**src/rtl/width_trans_pkg.sv**
```systemverilog
`default_nettype none
// ============================================================================
// Module      : width_trans_pkg
// Description : Shared helpers for the width-converting FIFO blocks:
//               fill-counter width derivation and lane index arithmetic.
// Revision    : 1.0 - initial release
// ============================================================================
package width_trans_pkg;

    // Ceiling log2 for elaboration-time width derivation (clog2(1) == 0).
    function automatic int clog2(input int value);
        int r;
        r = 0;
        while ((1 << r) < value) begin
            r = r + 1;
        end
        return r;
    endfunction

    // Bit offset of lane 'lane' in a packed word of 'lane_w'-bit lanes.
    function automatic int lane_lo(input int lane, input int lane_w);
        return lane * lane_w;
    endfunction

endpackage
`default_nettype wire

```
**src/rtl/fifo_rd_packer_if.sv**
```systemverilog
`default_nettype none
// ============================================================================
// Module      : fifo_rd_packer_if
// Description : FIFO read port plus packed-output valid/ready bundle for
//               fifo_rd_packer. master = packer side, slave = FIFO/sink side.
// Revision    : 1.0 - initial release
// ============================================================================
interface fifo_rd_packer_if
    import width_trans_pkg::*;
#(
    parameter int RDDATA_SIZE = 3,
    parameter int PACK_NUM    = 4,
    parameter int OUT_SIZE    = RDDATA_SIZE * PACK_NUM,
    parameter int CNT_W       = clog2(PACK_NUM + 1)
);
    logic                   empty;
    logic [RDDATA_SIZE-1:0] rdata;
    logic                   rd_req;
    logic                   flush;
    logic [OUT_SIZE-1:0]    out_data;
    logic [CNT_W-1:0]       out_cnt;
    logic                   out_valid;
    logic                   out_ready;

    modport master (
        input  empty, rdata, flush, out_ready,
        output rd_req, out_data, out_cnt, out_valid
    );

    modport slave (
        output empty, rdata, flush, out_ready,
        input  rd_req, out_data, out_cnt, out_valid
    );
endinterface
`default_nettype wire

```
**src/rtl/fifo_rd_packer_pack_accum.sv**
```systemverilog
`default_nettype none
// ============================================================================
// Module      : pack_accum
// Description : Lane accumulator for fifo_rd_packer. Tracks the read issued
//               last cycle (pend), writes the returning FIFO word into lane
//               cnt, and clears to an all-zero, empty state on request.
// Revision    : 1.0 - initial release
// ============================================================================
module pack_accum
    import width_trans_pkg::*;
#(
    parameter int RDDATA_SIZE = 3,
    parameter int PACK_NUM    = 4,
    parameter int OUT_SIZE    = RDDATA_SIZE * PACK_NUM,
    parameter int CNT_W       = clog2(PACK_NUM + 1)
) (
    input  wire logic                   clk,
    input  wire logic                   rst,
    input  wire logic                   i_rd_req,
    input  wire logic                   i_clear,
    input  wire logic [RDDATA_SIZE-1:0] i_rdata,
    output logic      [OUT_SIZE-1:0]    o_acc,
    output logic      [CNT_W-1:0]       o_cnt,
    output logic                        o_pend
);
    logic [OUT_SIZE-1:0] r_acc;
    logic [CNT_W-1:0]    r_cnt;
    logic                r_pend;
    logic [CNT_W-1:0]    w_base;

    // Lane the returning word lands in: lane 0 if the word is being emptied now.
    always_comb begin
        w_base = i_clear ? '0 : r_cnt;
    end

    // Capture returning FIFO data; clearing zeroes the lanes so partial
    // words leave with their unused lanes at zero.
    always_ff @(posedge clk) begin
        if (rst) begin
            r_acc  <= '0;
            r_cnt  <= '0;
            r_pend <= 1'b0;
        end else begin
            r_pend <= i_rd_req;
            if (i_clear) begin
                r_acc <= '0;
            end
            if (r_pend) begin
                r_acc[lane_lo(int'(w_base), RDDATA_SIZE) +: RDDATA_SIZE] <= i_rdata;
                r_cnt <= w_base + 1'b1;
            end else if (i_clear) begin
                r_cnt <= '0;
            end
        end
    end

    assign o_acc  = r_acc;
    assign o_cnt  = r_cnt;
    assign o_pend = r_pend;
endmodule
`default_nettype wire

```
**src/rtl/fifo_rd_packer.sv**
```systemverilog
`default_nettype none
// ============================================================================
// Module      : fifo_rd_packer
// Description : Read-side consumer of the width-converting async FIFO.
//               Pops PACK_NUM narrow words, packs them (lane 0 = oldest) into
//               one registered output word with valid/ready; flush releases
//               a partial word. Back-pressure stalls reads, nothing is lost.
// Revision    : 1.0 - initial release
// ============================================================================
module fifo_rd_packer
    import width_trans_pkg::*;
#(
    parameter int RDDATA_SIZE = 3,
    parameter int PACK_NUM    = 4,
    parameter int OUT_SIZE    = RDDATA_SIZE * PACK_NUM,
    parameter int CNT_W       = clog2(PACK_NUM + 1)
) (
    input  wire logic         clk_rd,
    input  wire logic         rst,
    fifo_rd_packer_if.master  bus
);
    localparam logic [CNT_W-1:0] c_pack_num = CNT_W'(PACK_NUM);

    logic [OUT_SIZE-1:0] w_acc;
    logic [CNT_W-1:0]    w_cnt;
    logic                w_pend;
    logic [CNT_W:0]      w_fill;
    logic                w_rd_req;
    logic                w_out_free;
    logic                w_full_xfer;
    logic                w_part_xfer;
    logic                w_xfer;
    logic                w_flush_done;

    logic                r_flush_pend;
    logic [OUT_SIZE-1:0] r_out_data;
    logic [CNT_W-1:0]    r_out_cnt;
    logic                r_out_valid;

    pack_accum #(
        .RDDATA_SIZE (RDDATA_SIZE),
        .PACK_NUM    (PACK_NUM),
        .OUT_SIZE    (OUT_SIZE),
        .CNT_W       (CNT_W)
    ) u_pack_accum (
        .clk      (clk_rd),
        .rst      (rst),
        .i_rd_req (w_rd_req),
        .i_clear  (w_xfer),
        .i_rdata  (bus.rdata),
        .o_acc    (w_acc),
        .o_cnt    (w_cnt),
        .o_pend   (w_pend)
    );

    // Read issue, transfer and flush-completion decisions.
    // Counting the in-flight read in w_fill keeps pend low whenever cnt is full.
    always_comb begin
        w_fill       = {1'b0, w_cnt} + (CNT_W+1)'(w_pend);
        w_out_free   = !r_out_valid || bus.out_ready;
        w_rd_req     = !rst && !bus.empty && !r_flush_pend && (w_fill < {1'b0, c_pack_num});
        w_full_xfer  = (w_cnt == c_pack_num) && w_out_free;
        w_part_xfer  = r_flush_pend && !w_pend && (w_cnt != '0) &&
                       (w_cnt != c_pack_num) && w_out_free;
        w_xfer       = w_full_xfer || w_part_xfer;
        w_flush_done = r_flush_pend && !w_pend && ((w_cnt == '0) || w_xfer);
    end

    // Flush request: held until the accumulator has drained; repeats are absorbed.
    always_ff @(posedge clk_rd) begin
        if (rst) begin
            r_flush_pend <= 1'b0;
        end else if (r_flush_pend) begin
            if (w_flush_done) begin
                r_flush_pend <= 1'b0;
            end
        end else if (bus.flush) begin
            r_flush_pend <= 1'b1;
        end
    end

    // Output register: loads on transfer (possibly in the accepting cycle),
    // otherwise holds until the sink accepts.
    always_ff @(posedge clk_rd) begin
        if (rst) begin
            r_out_data  <= '0;
            r_out_cnt   <= '0;
            r_out_valid <= 1'b0;
        end else if (w_xfer) begin
            r_out_data  <= w_acc;
            r_out_cnt   <= w_cnt;
            r_out_valid <= 1'b1;
        end else if (r_out_valid && bus.out_ready) begin
            r_out_valid <= 1'b0;
        end
    end

    assign bus.rd_req    = w_rd_req;
    assign bus.out_data  = r_out_data;
    assign bus.out_cnt   = r_out_cnt;
    assign bus.out_valid = r_out_valid;
endmodule
`default_nettype wire
```
**src/flat_wrapper.sv**
```systemverilog
// flat-port wrapper written by rule: the top's interface ports become plain ports
module fifo_rd_packer_flat import width_trans_pkg::*;
#(
    parameter int RDDATA_SIZE = 3,
    parameter int PACK_NUM    = 4,
    parameter int OUT_SIZE    = RDDATA_SIZE * PACK_NUM,
    parameter int CNT_W       = clog2(PACK_NUM + 1)
)
  (clk_rd, rst, bus_empty, bus_rdata, bus_flush, bus_out_ready, bus_rd_req, bus_out_data, bus_out_cnt, bus_out_valid);
  fifo_rd_packer_if #(.RDDATA_SIZE(RDDATA_SIZE), .PACK_NUM(PACK_NUM), .OUT_SIZE(OUT_SIZE), .CNT_W(CNT_W)) bus_i ();
  input  wire logic clk_rd;
  input  wire logic rst;
  input wire logic [$bits(bus_i.empty)-1:0] bus_empty;
  input wire logic [$bits(bus_i.rdata)-1:0] bus_rdata;
  input wire logic [$bits(bus_i.flush)-1:0] bus_flush;
  input wire logic [$bits(bus_i.out_ready)-1:0] bus_out_ready;
  output wire logic [$bits(bus_i.rd_req)-1:0] bus_rd_req;
  output wire logic [$bits(bus_i.out_data)-1:0] bus_out_data;
  output wire logic [$bits(bus_i.out_cnt)-1:0] bus_out_cnt;
  output wire logic [$bits(bus_i.out_valid)-1:0] bus_out_valid;
  assign bus_i.empty = bus_empty;
  assign bus_i.rdata = bus_rdata;
  assign bus_i.flush = bus_flush;
  assign bus_i.out_ready = bus_out_ready;
  assign bus_rd_req = bus_i.rd_req;
  assign bus_out_data = bus_i.out_data;
  assign bus_out_cnt = bus_i.out_cnt;
  assign bus_out_valid = bus_i.out_valid;
  fifo_rd_packer #(.RDDATA_SIZE(RDDATA_SIZE), .PACK_NUM(PACK_NUM), .OUT_SIZE(OUT_SIZE), .CNT_W(CNT_W)) u_core (.clk_rd(clk_rd), .rst(rst), .bus(bus_i));
endmodule
```
**config.mk**
```make
export PLATFORM = sky130hd
export DESIGN_NAME = fifo_rd_packer_flat
export DESIGN_NICKNAME = d
export VERILOG_FILES = /design/src/rtl/width_trans_pkg.sv /design/src/rtl/fifo_rd_packer_if.sv /design/src/rtl/fifo_rd_packer_pack_accum.sv /design/src/rtl/fifo_rd_packer.sv /design/src/flat_wrapper.sv
export SDC_FILE = /design/constraint.sdc
export NUM_CORES = 1
export LEC_CHECK = 0
export CORE_ASPECT_RATIO = 0.6
export CORE_MARGIN = 2
export CORE_UTILIZATION = 45
export CTS_BUF_LIST = sky130_fd_sc_hd__clkbuf_2
export DETAILED_ROUTE_END_ITERATION = 10
export PLACE_DENSITY = 0.67
export SLEW_MARGIN = 30
export SYNTH_ARGS = -nofsm -noshare
export SYNTH_HDL_FRONTEND = slang
export SYNTH_SLANG_ARGS = --single-unit
```
**constraint.sdc**
```tcl
create_clock -name clk_rd -period 3.3 [get_ports clk_rd]
set_input_delay 0.66 -clock clk_rd [delete_from_list [all_inputs] [get_ports clk_rd]]
set_output_delay 0.66 -clock clk_rd [all_outputs]
set_load 0.02 [all_outputs]
```
==> results of run 1 <==
## sequential cells by signal, indices dropped and copies added (netlist names)
signal,cells
u_core.u_pack_accum.o_acc,12
u_core.bus.out_valid,1
u_core.bus.out_data,12
u_core.u_pack_accum.o_pend,1
u_core.u_pack_accum.o_cnt,3
u_core.bus.out_cnt,3
u_core.r_flush_pend,1
## cell usage after synthesis, drive strengths merged
cell type / number
a2111o: 1
or4: 1
o2bb2ai: 2
and2b: 1
or2: 1
a2bb2o: 1
nand4: 3
a211oi: 5
xnor2: 2
nand3: 16
mux2i: 8
ha: 4
nor2: 8
a2111oi: 1
buf: 8
nand3b: 1
and3: 1
nand2: 8
nor2b: 7
o211ai: 4
a31oi: 2
nand2b: 5
dfxtp: 33
a21bo: 1
o21a: 2
xor2: 1
o21ai: 26
inv: 3
clkbuf: 9
a21oi: 21
mux2: 1
## kinds of logic after synthesis
logic type | count (synthesis) | synth area share [%]
muxes | 9 | 6.630
AOI/OAI and AO/OA | 66 | 24.67
DFF | 33 | 40.71
buffers and inverters | 20 | 6.707
and+or+nand+nor | 52 | 16.58
xor gates and xnor gates | 3 | 1.619
adders and majority gates | 4 | 3.084
## layout by cell type, fill, tap and decap left out, types with 2 or more instances in the layout
| cell | count |
|---|---|
| sky130_fd_sc_hd__a31oi_1 | 2 |
| sky130_fd_sc_hd__a211oi_1 | 4 |
| sky130_fd_sc_hd__nor2b_1 | 7 |
| sky130_fd_sc_hd__nand3_1 | 16 |
| sky130_fd_sc_hd__o21ai_1 | 7 |
| sky130_fd_sc_hd__o21ai_0 | 19 |
| sky130_fd_sc_hd__clkbuf_2 | 5 |
| sky130_fd_sc_hd__dfxtp_1 | 33 |
| sky130_fd_sc_hd__nand4_1 | 3 |
| sky130_fd_sc_hd__mux2i_1 | 6 |
| sky130_fd_sc_hd__clkdlybuf4s50_1 | 24 |
| sky130_fd_sc_hd__nor2_1 | 8 |
| sky130_fd_sc_hd__xnor2_1 | 2 |
| sky130_fd_sc_hd__o2bb2ai_1 | 2 |
| sky130_fd_sc_hd__o211ai_1 | 4 |
| sky130_fd_sc_hd__nand2_1 | 8 |
| sky130_fd_sc_hd__ha_1 | 4 |
| sky130_fd_sc_hd__nand2b_1 | 5 |
| sky130_fd_sc_hd__a21oi_1 | 21 |
| sky130_fd_sc_hd__inv_1 | 3 |
| sky130_fd_sc_hd__buf_4 | 7 |
## where the power goes
part	switching [W]	internal (W)	leakage (nW)	total, W
clock network	0.000130	0.0000431	0.0247	0.000173
registers	0.00000755	0.000405	0.267	0.000413
logic	0.0000569	0.0000355	0.351	0.0000924
total	0.000194	0.000484	0.642	0.000678
## per-stage QoR
stage / setup WS (ps) / hold WS, ps / power, W
after CTS: 308.8 / 475.7 / 0.0006807
after detailed placement: 319.3 / 451.3 / 0.0005121
after floorplan: 747.9 / 432.0 / 0.0004844
after global routing: 248.5 / 496.3 / 0.0007126
after global placement: 340.0 / 453.0 / 0.0005082
final: 325.3 / 475.0 / 0.0006781
## worst paths after layout
check / from / end / cells past startpoint
worst max-delay path: bus_empty / bus_rd_req / 4
worst min register to register: u_core.u_pack_accum.o_acc[7] / u_core.bus.out_data[7] / 2
worst max register to register: u_core.u_pack_accum.o_cnt[0] / u_core.u_pack_accum.o_acc[1] / 8
worst min-delay path: u_core.u_pack_accum.o_acc[7] / u_core.bus.out_data[7] / 2
## routing by layer
layer / vias up / GRT usage (%)
met5: - / 0
met4: 0 / 10.17
met3: 13 / 5.036
met2: 38 / 31.83
met1: 701 / 28.41
li1: 711 / -
## layout make-up
type / count / area, um^2 / share of cell area, %
Multi-Input combinational cell: 134 / 857.1 / 44.92
Sequential cell: 33 / 660.6 / 34.62
Timing Repair Buffer: 31 / 292.8 / 15.34
Tap cell: 45 / 56.30 / 2.951
Clock buffer: 5 / 25.02 / 1.311
Inverter: 3 / 11.26 / 0.5902
Clock inverter: 1 / 5.005 / 0.2623
## worst max-delay path, cell delays in order
cell and delay (ps):
sky130_fd_sc_hd__clkdlybuf4s50_1 390, sky130_fd_sc_hd__or4_1 490, sky130_fd_sc_hd__a31oi_1 160, sky130_fd_sc_hd__clkdlybuf4s50_1 620
==> impl.org, run 1 <==
** Clock tree
- Clock-pin slew was measured on the worst setup and hold paths at 140 ps.
- Hold-fix buffers, CTS :: 0
- Number of resized instances in the post-cts repair step :: 0
- Buffer cell driving the clock tree root :: sky130_fd_sc_hd__clkbuf_2
- Counting the buffers created by CTS gives 5.
- Largest buffer count on any clock path :: 2
- Counting every sink on the clock net gives 33.
- Clock tree from TritonCTS :: yes
- Number of H-tree branching levels :: 2
- Once the clock tree was built, the setup fixing pass inserted 0 buffers.
- Source-to-sink clock delay at the later pin of the worst-skew pair :: about 380 ps

** Floorplan
- The floorplan step defined a die boundary enclosing approximately 4100 um^2.
- For this design the top-level I/O count stands at 25.
- Chip Height :: 50.52 um
- The core region is around 3300 um^2.
- After floorplanning, the core was divided into 16 placement rows.
- Effective utilization at floorplan :: 48.54%
- The die is 81.53 um wide.

** Worst setup path
- By startpoint and endpoint, the worst setup path is classified as in2out.
- R2R Setup Slk :: 770 ps
- Critical Path End Type :: output port
- STA puts the critical path data required time at 2640 ps.
- In this run the worst path has a maximum fanout of 2.
- The worst setup path is launched from a primary input.
- Endpoint arrival time on the critical path :: 2310 ps

** Yosys
- A synthesized cell averages 8.678 um^2.
- Synth warnings :: 0
- Post-Synthesis Cell Area :: 1623 um^2
- The share of the Yosys chip area taken by registers is 40.71%.
- Gate count after technology mapping :: 187
- Of all cell types, the one taking the most synthesized area is sky130_fd_sc_hd__dfxtp_1.
- Counting every net in the synthesized netlist gives 199.
- Yosys mapped the design onto 39 distinct sky130hd cell types.
- The synthesized design contains 33 register bits.
- Sorting the synthesized cells by area gives the leading types as sky130_fd_sc_hd__dfxtp_1 41%, sky130_fd_sc_hd__a21oi_1 6.5%, sky130_fd_sc_hd__o21ai_0 5.9%, sky130_fd_sc_hd__nand3_1 4.9%, sky130_fd_sc_hd__mux2i_1 4.3%.
- Yosys top cell area share :: 40.71%

** Final layout
- The final layout contains 220 nets.
- The number of antenna diodes in the final layout is 0.
- After the flow finishes, the layout carries non-filler instances totaling 252.
- In the final layout, the share of cells above drive strength 1 is 9.662%.
- Final core occ :: 57.07%
- Final cell area excluding filler cells :: approximately 1900 um^2
- Compared with the post-synthesis result, the final layout area differs by 17.58%.
- After filler insertion, the fill cell instance count of the layout stands at 291.

** Routing
- Summed over all nets, wire length on met2 after detailed routing comes to 1771 um.
- Number of DRC markers in iteration 0 :: 172
- Post-route antenna net violation count :: 0
- For this run, the detailed router's first-pass iteration total came to 4.
- Highest metal layer with signal wires :: met4
- The final layout contains routed wiring with a total length of 3931 um.
- After detailed routing, the average wire length per cell comes to between 15 and 20 um.
- Via count :: 1463
- Met1 routed wirelength after detailed routing :: 1875 um
- In the routed layout, each cell is associated on average with a via count of 5.806.
- Detailed routing placed a total of approximately 190 um of wire on met3.
- DRC violations left :: 0

** GRT
- After global routing the overflow that remains totals 0.
- Initial antenna violation count :: 0
- Maximum number of pins on one net before global-route repair :: 35
- GRT Util Overall :: 21.14%
- The first global-routing pass estimated 6444 um of wire.
- The number of global-route vias before repair was 1371.

** Timing
- Slew HR :: 70.35%
- The number of hold-slack violations in the final timing report came to 0.
- Post-Route Skew :: around 25 ps
- Period minus WS final :: 2975 ps
- Finish-stage setup viols :: 0
- Dividing the final minimum period by the clock period gives 90.14%.
- Summed over all failing endpoints, the final setup total negative slack is 0 ps.
- Setup repair after global routing missed its margin :: no
- For the pin with the worst max-slew slack, the measured transition is 444.2 ps.
- Highest attainable clock frequency :: 0.3362 GHz
- The number of pins with negative max-slew slack in the final report is 0.

** Pwr
- Peak VDD IR :: roughly 200 uV
- Total power density per cell area :: 355.4 nW/um^2
- Leakage :: 0.6421 nW

** Status
- The flow ran to the end, and the final reports show no timing, DRC or antenna violations.

** Placement
- The congestion estimate from routability-driven global placement came to 0.8787.
- The wire-length estimate of the detail-placed layout is 2725 um.
- Placement-stage cell area :: 1878 um^2
- After detailed placement, the design holds a cell count of roughly 250.
- Buffers placed on the I/O ports in this run total 24.

** Worst hold path
- The min-delay analysis places its worst path in the category reg2reg.

** Run
- Max-cap violations in this run came to 0.
Power figures use the tool's default switching activity.
==> run 2, diff against run 1 <==
CORE_UTILIZATION = 40   (was 45)
PLACE_DENSITY = 0.6   (was 0.67)
==> run 2 against run 1 <==
Setup slack worse by 5.1 ps. Wire length is 0.84% lower. Largest cell class unchanged. Register-to-register slack got worse by 170 ps. Cell area increased by 1.1%. Core utilization decreased by 6.1 points.
==> impl.org, run 2 (synthesis gave the netlist of run 1 again) <==
** GRT
- The initial antenna violation count came to 0 (unchanged).
- The first-pass GRT wire length is 6699 um (+4.0%).
- The number of global-route vias before repair is 1407 (+2.6%).
- The total congestion overflow was 0 (unchanged).
- GRT Util Overall :: 19.00% (-2.1 points)
- Maximum number of pins on one net before global-route repair :: 35 (unchanged)

** Status
- The run finished with clean final reports.

** Final layout
- Post-layout nets :: 218 (-0.91%)
- Highest-count cells in the layout ignoring fill and taps :: 33 x sky130_fd_sc_hd__dfxtp_1, 24 x sky130_fd_sc_hd__clkdlybuf4s50_1, 21 x sky130_fd_sc_hd__a21oi_1, 19 x sky130_fd_sc_hd__o21ai_0, 16 x sky130_fd_sc_hd__nand3_1
- Fraction of layout cells with a size suffix above 1 :: 9.179% (-0.48 points)
- The number of filler cells placed in the layout came to 367 (+26%).
- Count of placed standard cells in the final layout, fillers left out :: 254 (+0.79%)
- Leaving out fill and tap cells, the most frequent cell in the layout is sky130_fd_sc_hd__dfxtp_1.
- Final cell area excluding filler cells :: 1929 um^2 (+1.1%)
- Number of antenna cells inserted :: 0 (unchanged)
- The area growth from synthesis to layout is 18.89%.

** Clock tree
- Number of H-tree branching levels :: 2 (unchanged)
- Hold-fix buffers, CTS :: 0 (unchanged)
- CTS sink count :: 33 (unchanged)
- Source-to-sink clock delay at the later pin of the worst-skew pair :: 360 ps (-20 ps)
- The count of instances resized after the clock tree is built is 0 (unchanged).
- Buffer cell driving the clock tree root :: sky130_fd_sc_hd__clkbuf_2
- Clock edge transition at the registers on the reported setup and hold paths :: 160 ps (+20 ps)
- Clock tree from TritonCTS :: yes
- The post-CTS setup buffer count came to 0 (unchanged).
- Largest buffer count on any clock path :: 2 (unchanged)
- Clock buffers created by TritonCTS :: 5 (unchanged)

** Worst setup path
- The worst path buffer plus inverter count came to 2 (unchanged).
- Type of the worst setup path :: in2out
- The worst setup path is launched from a primary input.
- In this design, the critical path's most frequently occurring cell is sky130_fd_sc_hd__clkdlybuf4s50_1.
- Crit path largest cell delay :: 620 ps (about the same)
- Slowest stage cell, crit path :: sky130_fd_sc_hd__clkdlybuf4s50_1
- The worst setup path is captured at an output port.
- The biggest fanout along the worst timing path was 2 (unchanged).
- The data arrival time of the critical path came to 2320 ps (about the same).
- Traced cell by cell, the critical path runs through clkdlybuf4s50_1 > or4_1 > a31oi_1 > clkdlybuf4s50_1.
- The critical path data required time came to 2640 ps (about the same).
- Cell family with the largest share of critical-path delay :: buffers and inverters

** Worst hold path
- Tightest Hold Check Type :: reg2reg

** Routing
- Number of DRC markers in iteration 0 :: 180 (+4.7%)
- DRC violations left :: 0 (unchanged)
- Wirelength, routed :: 3898 um (-0.84%)
- The count of TritonRoute iterations in the first routing pass came to 4 (unchanged).
- The number of antenna-violating nets in the routed design was 0 (unchanged).
- The mean number of vias per cell is 5.724 (-1.4%).
- The average routed wire per standard cell is 15.35 um (-1.6%).
- Via count :: 1454 (-0.62%)

** Floorplan
- The top-level port count was 25 (unchanged).
- Effective utilization at floorplan :: 42.86% (-5.7 points)
- The die width came to 86.23 um (+5.8%).
- The core box area was 3786 um^2 (+13%).
- Number of rows in the core area :: 17 (+1)
- The area of the die is 4599 um^2 (+12%).
- Chip Height :: 53.34 um (+5.6%)

** Timing
- Highest attainable clock frequency :: 0.3356 GHz (-0.17%)
- Total negative slack for setup checks :: 0 ps (unchanged)
- Post-Route Skew :: 7.593 ps (-17.41 ps)
- The tightest slew margin relative to the limit is 57.10% (-13 points).
- The share of the clock period used by the worst path was 90.30% (+0.16 points).
- Setup repair after global routing missed its margin :: no
- Number of endpoints with negative hold slack in the final report :: 0 (unchanged)
- Period minus WS final :: 2980 ps (+5.137 ps)
- The transition time at the pin with the least slew margin came to 639.7 ps (+195.5 ps).
- The count of final setup violators was 0 (unchanged).
- Hold WS :: 475.7 ps (+0.6370 ps)
- Pins over their slew limit :: 0 (unchanged)

** Pwr
- Peak VDD IR :: 176.1 uV (-11%)
- The cell leakage power came to 0.6474 nW (+0.82%).
- Total power density per cell area :: 398.2 nW/um^2 (+12%)
- Total power :: 0.0007682 W (+13%)

** Placement
- The routability congestion estimate is 0.8455 (-3.8%).
- Number of placed instances, taps included :: 246 (unchanged)
- Hpwl dp :: 2677 um (-1.8%)
- The area after detailed placement is 1866 um^2 (-0.67%).
- Number of port buffers :: 24 (unchanged)

** Run
- Total of max-cap violations :: 0 (unchanged)
==> run 2: cell count changes in the layout (fill, tap and decap cells not counted) <==
cell                        change
sky130_fd_sc_hd__clkinv_1       +1
sky130_fd_sc_hd__clkinv_2       -1
sky130_fd_sc_hd__clkbuf_2       +1
sky130_fd_sc_hd__bufinv_16      +1
sky130_fd_sc_hd__buf_4          -2
==> run 2: routing by layer <==
metal / vias to the layer above / GRT usage [%] / share of wire [%]
met4: 0 / 6.250 / 0.36
li1: 708 / - / -
met2: 56 / 28.94 / 45
met1: 688 / 26.45 / 47
met5: - / 0 / 0
met3: 2 / 4.524 / 7.3
==> run 2: final cells by class <==
class / count / area (um^2) / share of cell area (%)
Inverter: 3 / 11.26 / 0.5837
Tap cell: 47 / 58.81 / 3.048
Clock buffer: 6 / 30.03 / 1.556
Sequential cell: 33 / 660.6 / 34.24
Multi-Input combinational cell: 134 / 857.1 / 44.42
Clock inverter: 2 / 33.78 / 1.751
Timing Repair Buffer: 29 / 277.8 / 14.40
==> run 2: worst reg2reg max path, stage by stage (launching register included) <==
cell and delay, ps:
sky130_fd_sc_hd__dfxtp_1 540, sky130_fd_sc_hd__or2_1 320, sky130_fd_sc_hd__mux2i_2 270, sky130_fd_sc_hd__o21ai_0 130, sky130_fd_sc_hd__ha_1 460, sky130_fd_sc_hd__nand2_1 120, sky130_fd_sc_hd__a211oi_1 570, sky130_fd_sc_hd__mux2i_1 240
==> run 2: where the power goes <==
group | internal (W) | switching, W | total (W) | leakage [nW]
Combinational | 0.0000343 | 0.0000546 | 0.0000889 | 0.340
Sequential | 0.000406 | 0.00000775 | 0.000413 | 0.267
Clock | 0.000129 | 0.000137 | 0.000266 | 0.0406
Total | 0.000569 | 0.000199 | 0.000768 | 0.647
==> run 2: through the flow <==
stage                     utilization (%)  setup WS, ps
after detailed placement            49.27         323.6
after CTS                           50.96         314.8
after floorplan                         -         747.9
after global routing                50.96         204.9
final                               50.96         320.2
after global placement              49.27         331.2
==> run 2: worst paths after layout <==
check                               start                           end  slack [ps]  cells after the start
max                             bus_empty                    bus_rd_req         320                      4
min          u_core.u_pack_accum.o_acc[9]        u_core.bus.out_data[9]         480                      2
max reg2reg  u_core.u_pack_accum.o_cnt[0]  u_core.u_pack_accum.o_acc[7]         600                      7
min reg2reg  u_core.u_pack_accum.o_acc[9]        u_core.bus.out_data[9]         480                      2
==> run 3, diff against run 2 <==
CTS_BUF_LIST = sky130_fd_sc_hd__clkbuf_8   (was sky130_fd_sc_hd__clkbuf_2)
==> run 3 against run 2 <==
First-iteration DRC count is 9.4% higher. Combinational power grew 1%. Via count fell by 0.96%. Cell area grew 2.7%. Register-to-register slack worse by 20 ps. Non-clock buffer count stayed put.
==> impl.org, run 3 (synthesis gave the netlist of run 1 again) <==
** Status
- Outcome :: complete, no violations

** Timing
- The share of the clock period used by the worst path came to 90.42% (+0.12 points).
- The clock skew came to 1.231 ps (-6.362 ps).
- The achievable clock frequency was 0.3352 GHz (-0.13%).
- Total negative slack for setup checks :: 0 ps (unchanged)
- Hold WS :: 471.1 ps (-4.607 ps)
- Period minus WS final :: 2984 ps (+3.932 ps)
- Pins over their slew limit :: 0 (unchanged)
- The count of final setup violators was 0 (unchanged).
- The number of hold-slack violations in the final timing report was 0 (unchanged).
- Setup repair after global routing missed its margin :: no
- Worst Tran Pin Value :: 648.2 ps (+8.531 ps)
- The tightest slew margin relative to the limit came to 56.53% (-0.57 points).

** Clock tree
- The clock transition at the registers of the reported paths came to 70 ps (-90 ps).
- The number of clock sinks seen by CTS came to 33 (unchanged).
- Clock tree from TritonCTS :: yes
- Clock buffers created by TritonCTS :: 5 (unchanged)
- The number of levels the H-tree was split into was 2 (unchanged).
- The clock latency at the later pin of the worst-skew pair was 280 ps (-80 ps).
- The post-CTS setup buffer count is 0 (unchanged).
- Largest buffer count on any clock path :: 2 (unchanged)
- The count of hold-fix buffers inserted at cts was 0 (unchanged).
- Buffer cell driving the clock tree root :: sky130_fd_sc_hd__clkbuf_8
- The count of instances resized after the clock tree is built was 0 (unchanged).

** GRT
- Congestion Overflow GR :: 0 (unchanged)
- Routing layer with the top usage in global route :: met2
- The fraction of met2 tracks used by global routing is 30.49% (+1.6 points).
- The routing usage on met3 came to 4.992% (+0.47 points).
- The initial antenna violation count is 0 (unchanged).
- The fraction of met1 tracks used by global routing is 25.96% (-0.49 points).
- The largest net degree at the start of global routing came to 35 (unchanged).
- Wire length of the first global-routing pass :: 6810 um (+1.7%)
- The number of global-route vias before repair is 1439 (+2.3%).
- The global router's overall resource usage was 19.64% (+0.64 points).

** Worst setup path
- Highest fanout seen on the critical path :: 2 (unchanged)
- Critical Path End Type :: output port
- The worst setup path is launched from a primary input.
- The slowest stage of the critical path is the sky130_fd_sc_hd__clkdlybuf4s50_1 cell.
- Cell repeated most along the worst path :: sky130_fd_sc_hd__clkdlybuf4s50_1
- The data arrival time of the critical path was 2320 ps (about the same).
- The signal on the critical path passes through clkdlybuf4s50_1 > or4_1 > a31oi_1 > clkdlybuf4s50_1.
- The peak per-stage delay on the critical path is 620 ps (about the same).
- The critical path data required time is 2640 ps (about the same).
- The critical path is of the in2out type.

** Floorplan
- Die width :: 86.23 um (unchanged)
- Core region area :: 3786 um^2 (unchanged)
- The initial core utilization came to 42.86% (unchanged).
- Number of rows in the core area :: 17 (unchanged)
- Area enclosed by the die boundary :: 4599 um^2 (unchanged)
- The top-level port count is 25 (unchanged).
- Chip Height :: 53.34 um (unchanged)

** Final layout
- Post-layout nets :: 218 (unchanged)
- The library cell used most frequently in the layout, excluding fill and tap cells, is sky130_fd_sc_hd__dfxtp_1.
- In the layout the commonest cells are 33 x sky130_fd_sc_hd__dfxtp_1, 24 x sky130_fd_sc_hd__clkdlybuf4s50_1, 21 x sky130_fd_sc_hd__a21oi_1, 19 x sky130_fd_sc_hd__o21ai_0, 16 x sky130_fd_sc_hd__nand3_1.
- The share of post-route cells with drive strength above 1 is 9.179% (unchanged).
- Number of antenna cells inserted :: 0 (unchanged)
- Synth-to-Final Area Change :: 22.13%

** Routing
- The post-detailed-route DRC marker count was 0 (unchanged).
- Average detailed-routed wire length per instance :: 15.78 um (+2.8%)
- The number of DRC markers in iteration 0 was 197 (+9.4%).
- The count of TritonRoute iterations in the first routing pass is 5 (+1).
- Post-route antenna net violation count :: 0 (unchanged)
- The detailed-route via count is 1440 (-0.96%).
- Via-to-Cell Ratio :: 5.669 (-0.96%)
- The routed wire length is 4009 um (+2.8%).

** Worst hold path
- Tightest Hold Check Type :: reg2reg

** Pwr
- The power density over cell area is 449.9 nW/um^2 (+13%).
- Peak VDD IR :: 233.2 uV (+32%)
- Leakage :: 0.6694 nW (+3.4%)

** Placement
- Weighted congestion at the end of routability-driven global placement :: 0.8455 (unchanged)
- Hpwl dp :: 2677 um (unchanged)
- The quantity of I/O buffers inserted on ports was 24 (unchanged).

** Run
- The reported max-cap violation count was 0 (unchanged).
## run 3: cell types whose count changed in the layout (fill, tap and decap cells not counted), sizes merged
cell and change:
inv +1, clkinv -1
## run 3: per-stage QoR
stage | cells | power [W] | area, um^2 | setup slack (ps) | utilization [%]
finish | 254 | 0.0008916 | 1982 | 316.3 | 52.35
global route | 254 | 0.0009242 | 1982 | 204.9 | 52.35
CTS | 254 | 0.0008985 | 1982 | 314.8 | 52.35
detailed placement | 246 | 0.0005101 | 1866 | 323.6 | 49.27
global placement | 246 | 0.0005082 | 1866 | 331.2 | 49.27
floorplan | 187 | 0.0004844 | 1623 | 747.9 | -
## run 3: metal layers
metal	share of wire, %	vias to the layer above
met3	5.1	6
met2	45	36
met4	0.85	0
met1	49	691
met5	0	-
li1	-	707
## run 3: path summary, 6_finish.rpt
kind	slack (ps)	from	cells past startpoint	to
hold reg to reg	470	u_core.u_pack_accum.o_acc[5]	2	u_core.bus.out_data[5]
setup / recovery	320	bus_empty	4	bus_rd_req
setup reg to reg	580	u_core.u_pack_accum.o_cnt[0]	7	u_core.u_pack_accum.o_acc[6]
hold / removal	470	u_core.u_pack_accum.o_acc[5]	2	u_core.bus.out_data[5]
## run 3: worst max-delay path, delay by kind of cell
kind | cells | cell delay (ps)
AO/OA/AOI/OAI | 1 | 150
AND/OR/NAND/NOR | 1 | 490
buffers and inverters | 2 | 1020
## run 3: cell type report
type	instances	area [um^2]
Fill cell	356	1804
Clock buffer	6	82.58
Sequential cell	33	660.6
Clock inverter	2	33.78
Multi-Input combinational cell	134	857.1
Inverter	3	11.26
Tap cell	47	58.81
Timing Repair Buffer	29	277.8
## run 3: power by group
group | internal, W | total [W] | switching (W)
Combinational | 0.0000343 | 0.0000899 | 0.0000556
Sequential | 0.000405 | 0.000413 | 0.00000791
Clock | 0.000243 | 0.000389 | 0.000146
Total | 0.000682 | 0.000892 | 0.000209
